$ cat config.mk
export PLATFORM = sky130hd
export DESIGN_NAME = arbitro_banco_registradores
export DESIGN_NICKNAME = d
export VERILOG_FILES = /design/src/rtl/arbitro_banco_registradores_pkg.sv /design/src/rtl/banco_registradores.sv /design/src/rtl/arbitro_banco_registradores.sv
export SDC_FILE = /design/constraint.sdc
export NUM_CORES = 1
export LEC_CHECK = 0
export BUFFER_PORTS_ARGS = -buffer_cell sky130_fd_sc_hd__buf_2
export CAP_MARGIN = 20
export CORE_ASPECT_RATIO = 1.75
export CORE_MARGIN = 2
export CORE_UTILIZATION = 54
export CTS_CLUSTER_DIAMETER = 60
export CTS_CLUSTER_SIZE = 20
export DETAILED_ROUTE_END_ITERATION = 7
export HOLD_SLACK_MARGIN = 0.02
export PLACE_DENSITY = 0.78
export SYNTH_ARGS = -nofsm -noshare
export SYNTH_HDL_FRONTEND = slang
export SYNTH_SLANG_ARGS = --single-unit
$ cat constraint.sdc
create_clock -name clk -period 2.6 [get_ports clk]
set_input_delay 0.13 -clock clk [delete_from_list [all_inputs] [get_ports clk]]
set_output_delay 0.13 -clock clk [all_outputs]
set_load 0.02 [all_outputs]
$ cat src/rtl/arbitro_banco_registradores_pkg.sv
// =====================================================================
// arbitro_banco_registradores_pkg : shared states, requester IDs, defaults
// Rev 1.0
// =====================================================================
`default_nettype none

package arbitro_banco_registradores_pkg;

  localparam int WIDTH_DEF  = 8;
  localparam int NREG_DEF   = 4;
  localparam int ADDR_W_DEF = 2;

  typedef enum logic [1:0] {
    ST_IDLE   = 2'd0,
    ST_BULK   = 2'd1,
    ST_ACCESS = 2'd2,
    ST_DONE   = 2'd3
  } state_t;

  localparam logic REQ_A = 1'b0;
  localparam logic REQ_B = 1'b1;

endpackage

`default_nettype wire

$ cat src/rtl/banco_registradores.sv
// =====================================================================
// banco_registradores : NREG x WIDTH flip-flop bank, one write port
// Rev 1.0
// =====================================================================
`default_nettype none

module banco_registradores
  import arbitro_banco_registradores_pkg::*;
#(
  parameter int WIDTH  = WIDTH_DEF,
  parameter int NREG   = NREG_DEF,
  parameter int ADDR_W = ADDR_W_DEF
) (
  input  logic              clk,
  input  logic              clear_n,
  input  logic              i_we,
  input  logic [ADDR_W-1:0] i_addr,
  input  logic [WIDTH-1:0]  i_wdata,
  input  logic              i_bank_clear,
  input  logic              i_bank_preset,
  output logic [WIDTH-1:0]  o_rdata
);

  logic [WIDTH-1:0] r_mem [NREG];

  // Addresses at or beyond NREG match no word: writes vanish, reads give 0
  always_ff @(posedge clk) begin
    for (int i = 0; i < NREG; i++) begin
      if (!clear_n || i_bank_clear) begin
        r_mem[i] <= '0;
      end else if (i_bank_preset) begin
        r_mem[i] <= '1;
      end else if (i_we && (i_addr == ADDR_W'(i))) begin
        r_mem[i] <= i_wdata;
      end
    end
  end

  always_comb begin
    o_rdata = '0;
    for (int i = 0; i < NREG; i++) begin
      if (i_addr == ADDR_W'(i)) begin
        o_rdata = r_mem[i];
      end
    end
  end

endmodule

`default_nettype wire

$ cat src/rtl/arbitro_banco_registradores.sv
// =====================================================================
// arbitro_banco_registradores : round-robin A/B arbiter for a register bank
// Rev 1.0
// =====================================================================
`default_nettype none

module arbitro_banco_registradores
  import arbitro_banco_registradores_pkg::*;
#(
  parameter int WIDTH  = WIDTH_DEF,
  parameter int NREG   = NREG_DEF,
  parameter int ADDR_W = ADDR_W_DEF
) (
  input  logic              clk,
  input  logic              clear_n,
  input  logic              cmd_clear,
  input  logic              cmd_preset,
  input  logic              req_a,
  input  logic              req_b,
  input  logic              we_a,
  input  logic              we_b,
  input  logic [ADDR_W-1:0] addr_a,
  input  logic [ADDR_W-1:0] addr_b,
  input  logic [WIDTH-1:0]  wdata_a,
  input  logic [WIDTH-1:0]  wdata_b,
  output logic              gnt_a,
  output logic              gnt_b,
  output logic              ack_a,
  output logic              ack_b,
  output logic [WIDTH-1:0]  rdata,
  output logic              busy
);

  state_t           r_state;
  state_t           w_state_nxt;
  logic             r_last_grant;
  logic             w_last_grant_nxt;
  logic             r_owner;
  logic             w_owner_nxt;
  logic             r_preset;
  logic             w_preset_nxt;
  logic [WIDTH-1:0] r_rdata;

  logic              w_sel_we;
  logic [ADDR_W-1:0] w_sel_addr;
  logic [WIDTH-1:0]  w_sel_wdata;
  logic [WIDTH-1:0]  w_bank_rdata;
  logic              w_bank_we;
  logic              w_bank_clear;
  logic              w_bank_preset;

  always_ff @(posedge clk) begin
    if (!clear_n) begin
      r_state      <= ST_IDLE;
      r_last_grant <= REQ_B;
      r_owner      <= REQ_A;
      r_preset     <= 1'b0;
      r_rdata      <= '0;
    end else begin
      r_state      <= w_state_nxt;
      r_last_grant <= w_last_grant_nxt;
      r_owner      <= w_owner_nxt;
      r_preset     <= w_preset_nxt;
      if (r_state == ST_ACCESS && !w_sel_we) begin
        r_rdata <= w_bank_rdata;
      end
    end
  end

  always_comb begin
    w_state_nxt      = r_state;
    w_last_grant_nxt = r_last_grant;
    w_owner_nxt      = r_owner;
    w_preset_nxt     = r_preset;
    gnt_a            = 1'b0;
    gnt_b            = 1'b0;
    ack_a            = 1'b0;
    ack_b            = 1'b0;
    busy             = (r_state != ST_IDLE);
    case (r_state)
      ST_IDLE: begin
        // Bank commands outrank accesses; clear outranks preset
        if (cmd_clear || cmd_preset) begin
          w_state_nxt  = ST_BULK;
          w_preset_nxt = !cmd_clear;
        end else if (req_a && req_b) begin
          w_state_nxt      = ST_ACCESS;
          w_owner_nxt      = ~r_last_grant;
          w_last_grant_nxt = ~r_last_grant;
        end else if (req_a) begin
          w_state_nxt = ST_ACCESS;
          w_owner_nxt = REQ_A;
        end else if (req_b) begin
          w_state_nxt = ST_ACCESS;
          w_owner_nxt = REQ_B;
        end
      end
      ST_BULK: begin
        w_state_nxt = ST_IDLE;
      end
      ST_ACCESS: begin
        w_state_nxt = ST_DONE;
        gnt_a       = (r_owner == REQ_A);
        gnt_b       = (r_owner == REQ_B);
      end
      ST_DONE: begin
        w_state_nxt = ST_IDLE;
        ack_a       = (r_owner == REQ_A);
        ack_b       = (r_owner == REQ_B);
      end
      default: begin
        w_state_nxt = ST_IDLE;
      end
    endcase
  end

  assign w_sel_we      = (r_owner == REQ_A) ? we_a    : we_b;
  assign w_sel_addr    = (r_owner == REQ_A) ? addr_a  : addr_b;
  assign w_sel_wdata   = (r_owner == REQ_A) ? wdata_a : wdata_b;
  assign w_bank_we     = (r_state == ST_ACCESS) && w_sel_we;
  assign w_bank_clear  = (r_state == ST_BULK) && !r_preset;
  assign w_bank_preset = (r_state == ST_BULK) && r_preset;
  assign rdata         = r_rdata;

  banco_registradores #(
    .WIDTH  (WIDTH),
    .NREG   (NREG),
    .ADDR_W (ADDR_W)
  ) u_banco (
    .clk           (clk),
    .clear_n       (clear_n),
    .i_we          (w_bank_we),
    .i_addr        (w_sel_addr),
    .i_wdata       (w_sel_wdata),
    .i_bank_clear  (w_bank_clear),
    .i_bank_preset (w_bank_preset),
    .o_rdata       (w_bank_rdata)
  );

endmodule

`default_nettype wire

# --- After elaboration in Yosys (flattened, before gate mapping) ---
# Memory sizes are Yosys's and may differ from the RTL's.
# Cells that the tools add are included.
word_totals:
  input_bits: 28
  mem_bits_rw: 32
  mem_count: 1
  register_bits: 13
  out_inout_bits: 13
memory_table:
  columns: ["memory", "words", "width", "read_ports", "rd_ports_with_merged_regs", "wr", "line_no", "text"]
  rows:
  - ["u_banco.r_mem", 4, 8, 4, 0, 4, "banco_registradores.sv:24", "logic [WIDTH-1:0] r_mem [NREG];"]
op_classes:
  bitwise_logic: 11
  n_reduce_logical: 23
  n_eq_ne: 7
  muxes: 48
op_table:
  columns: ["cell", "count"]
  rows:
  - ["$mux 8", 13]
  - ["$mux 1", 29]
  - ["$mux 2", 5]
  - ["$logic_and 1x1->1", 9]
  - ["$eq 2x2->1 const B", 4]
  - ["$or 1x1->1", 8]
  - ["$pmux 2 s3", 1]
  - ["$reduce_and 3->1", 2]
  - ["$ne 5x5->1 const B", 1]
  - ["$eq 2x1->1 const B", 2]
  - ["$logic_not 1->1", 4]
  - ["$logic_not 2->1", 2]
  - ["$not 1->1", 3]
  - ["$reduce_bool 3->1", 1]
  - ["$logic_or 1x1->1", 2]
  - ["$reduce_and 2->1", 1]
  - ["$reduce_bool 2->1", 1]
  - ["$reduce_or 2->1", 1]

# --- Depth between registers and ports, before layout ---
logic_depth:
  depth_word: 8
  mapped_depth: 6
  ltp_nobuf: 4

# --- Modules after synthesis ---
# Synthesis repeated with hierarchy kept, for this count alone.
unflattened:
  cells_unflattened: 194
  area_unflattened_um2: 2383.5
by_module_without_submodules:
  columns: ["mod", "area_each_um2", "seq_area_each_um2", "instances", "cells_each"]
  rows:
  - ["banco_registradores", 1670.4, 960.9, 1, 116]
  - ["arbitro_banco_registradores", 713.2, 260.2, 1, 78]

# --- Worst setup path after synthesis ---
# No wires, ideal clock.
synth_timing:
  kind: "register to register"
  start: "reg r_owner"
  end: "mem u_banco.r_mem[0][0] in the netlist's numbering (enable)"
  setup_slack_ns: 0.785
  path_stages_with_launch: 6
  t_arrival_ns: 1.486
  synth_period_minus_slack_ns: 1.815
  t_required_ns: 2.271
  path_cell_list: "dfxtp_1 -> buf_6 -> mux2i_4 -> buf_2 -> nand3_1 -> nand2_1"
synth_lines:
  columns: ["element", "line_no", "text"]
  rows:
  - ["start: declaration", "arbitro_banco_registradores.sv:38", "logic r_owner;"]
  - ["start signal: assignment", "arbitro_banco_registradores.sv:62", "r_owner <= w_owner_nxt;"]
  - ["end: declaration", "banco_registradores.sv:24", null]

==> results.py <==
metrics = {
    "global_routing": {
        "grt_usage": 0.247,
        "gr-total-overflow": 0,
        "grt_max_degree": 26,
        "antenna_found_initial": 0,
        "grt_pass1_vias": 1589,
        "grt_pass1_wl_um": 7780,
    },
    "logic_synthesis": {
        "avgSynthCellArea_um2": 11.7,
        "synth_edf_count": 32,
        "syn_inst": 181,
        "synthArstFlopShare": 0,
        "ys_types": 35,
        "syn_area_um2": 2120,
        "ys.warnings.count": 0,
        "seq_area_frac_synth": 0.577,
        "synth_top_flop_cell": "edfxtp_1",
        "synth-seq-cells": 45,
        "syn_nets": 209,
    },
    "worst_setup_path": {
        "cp.depth": 4,
        "critPathCapture": "u_banco.r_mem[2][5]",
        "cp_max_fo": 14,
        "crit_chain": "mux2_4 > nor2_2 > nand2_1 > nand2_1",
        "crit_slowest_cell": "dfxtp_1",
        "max_stage_delay_ns": 0.54,
        "worst_setup_path_end_kind": "flip-flop",
        "cp_num_buf_inv": 0,
        "cpLargestDelayFamily": "simple AND/OR/NAND/NOR gates",
        "critPathLaunchType": "flip-flop",
        "required_ns": 2.58,
        "crit_top_cell": "nand2_1",
        "reg2reg_from": "r_owner",
        "reg2reg_slack_ns": 0.47,
        "criticalPathCategory": "reg2reg",
        "r2r-end": "u_banco.r_mem[2][5]",
        "crit_start": "r_owner",
        "rr_worst_depth": 4,
        "arrival_ns": 2.11,
    },
    "job": {
        "drv_cap": 0,
    },
    "pwr": {
        "combPwrFrac": 0.120,
        "p_int_w": 0.00110,
        "pwr-share-clk": 0.306,
        "p_sw_frac": 0.246,
        "powerDensity_nw_per_um2": 598,
        "p_leak_nw": 0.981,
        "switchingPower_w": 0.000360,
        "total_power_w": 0.00146,
        "ir_worst_vdd_mv": 0.468,
        "pwr-share-seq": 0.574,
    },
    "layout": {
        "final_common_cell": "buf_2",
        "final_area_um2": 2450,
        "layout_common_cells": "buf_2 (40), edfxtp_1 (32), o21ai_0 (28), nand2_1 (14), dfxtp_1 (13)",
        "fillCellCount": 319,
        "drive_gt1_frac": 0.281,
        "nets": 251,
        "num_antenna_cells": 0,
        "area_growth_pct": 15.6,
    },
    "placement": {
        "portBuffers": 40,
        "placed_area_um2": 2360,
        "gp_congestion": 0.891,
        "dp_hpwl_um": 3710,
    },
    "worst_hold_path": {
        "holdCritPathClass": "in2reg",
    },
    "sta": {
        "clock.fmax_ghz": 0.470,
        "report.final.slew_viol_count": 0,
        "fin_tns_setup_ns": 0,
        "final.setup_skew_ns": 0.00923,
        "fin_crit_ns": 2.13,
        "rsz0062_at_grt": "false",
        "whs_ns": 0.0372,
        "slew_headroom": 0.602,
        "setup_violations": 0,
        "fin_crit_sh": 0.819,
        "tightest_slew_ns": 0.580,
        "hold_viol_final": 0,
    },
    "detailed_routing": {
        "drt-vias-per-instance": 5.90,
        "ant_nets": 0,
        "vias": 1604,
        "wl_met1_um": 1850,
        "first_iter_violations": 77,
        "wl_met2_um": 2710,
        "routed_wl_um": 4940,
        "drc": 0,
        "post_drt_wl_per_cell_um": 18.1,
        "wl_met3_um": 260,
        "firstDrtPassIters": 4,
        "top_layer_used": "met4",
    },
    "clock_network": {
        "clockBufferDepth": 2,
        "cts_resized": 0,
        "root_buffer": "clkbuf_8",
        "cts_made_buffers": 5,
        "cts_tree": "built",
        "h-tree-depth": 2,
        "worstSkewPairLatency_ns": 0.31,
        "cts.sinks": 45,
        "postCtsHoldBufs": 0,
        "clk_pin_slew_ns": 0.08,
        "post_cts_buffers": 0,
    },
    "floorplan": {
        "start_util": 0.553,
        "rows": 30,
        "die_w_um": 51.3,
        "core_um2": 3830,
        "ios": 41,
        "fp.dieH_um": 86.8,
        "dieArea_um2": 4450,
    },
    "outcome": {
        "status": "completed",
    },
}
## logic make-up (layout without fill, tap and decap cells)
kind of cell	Yosys count	in the layout	share of synthesized area
AO/OA/AOI/OAI	60	60	0.180
flip-flops	45	45	0.577
AND/OR/NAND/NOR	44	44	0.105
multiplexers	18	18	0.102
buffers and inverters	13	56	0.0325
XOR/XNOR	1	1	0.00414
## per-layer routing
metal  global-route usage  up-vias
met5                    0        -
met4               0.0885        0
met3               0.0569        9
met2                0.459       62
met1                0.265      750
li1                     -      783
## worst min path at each step
stage,end,start,slack (ns),cells after the start
after floorplan,r_preset,cmd_clear,0.23,1
after global placement,r_preset,cmd_clear,0.36,2
after detailed placement,r_preset,cmd_clear,0.36,2
after CTS,r_preset,cmd_clear,0.04,2
after global routing,r_preset,cmd_clear,0.05,2
final,r_preset,cmd_clear,0.04,2
## layout make-up
type / count / area [µm²] / share of cell area
Inverter: 3 / 11.3 / 0.00460
Sequential cell: 45 / 1220 / 0.499
Tap cell: 48 / 60.1 / 0.0246
Clock buffer: 8 / 90.1 / 0.0368
Timing Repair Buffer: 45 / 238 / 0.0972
Multi-Input combinational cell: 123 / 826 / 0.338
## power groups by stage
stage	sequential [W]	combinational, W	clock, W
detailed placement	0.000855	0.000175	0
global placement	0.000854	0.000170	0
floorplan	0.000849	0.000110	0
finish	0.000839	0.000176	0.000447
CTS	0.000839	0.000176	0.000446
global route	0.000843	0.000191	0.000481
## state kept, by name (all words and copies together), names as in the netlist
name	cells
r_state	2
u_banco.r_mem	32
r_preset	1
r_last_grant	1
rdata	8
r_owner	1
## through the flow
stage	util	std cells	setup WS, ns
after global placement	0.615	264	0.574
after global routing	0.639	272	0.341
final	0.639	272	0.472
after floorplan	-	181	0.785
after detailed placement	0.615	264	0.500
after CTS	0.639	272	0.501
## cells in the mapped netlist, types with 3 or more instances
cell	n	area [µm²]
clkbuf_1	4	15.0
a31oi_1	8	50.1
inv_1	3	11.3
nor2_1	6	22.5
buf_2	4	20.0
o21ai_0	28	140
a222oi_1	4	40.0
nand3_1	7	35.0
dfxtp_1	13	260
mux2_4	4	60.1
nand2_1	14	52.6
a21oi_1	6	30.0
edfxtp_1	32	961
nor2b_1	5	31.3
mux2i_1	11	110
a211oi_1	5	37.5
Note: power is estimated with default switching activity, not from simulation.
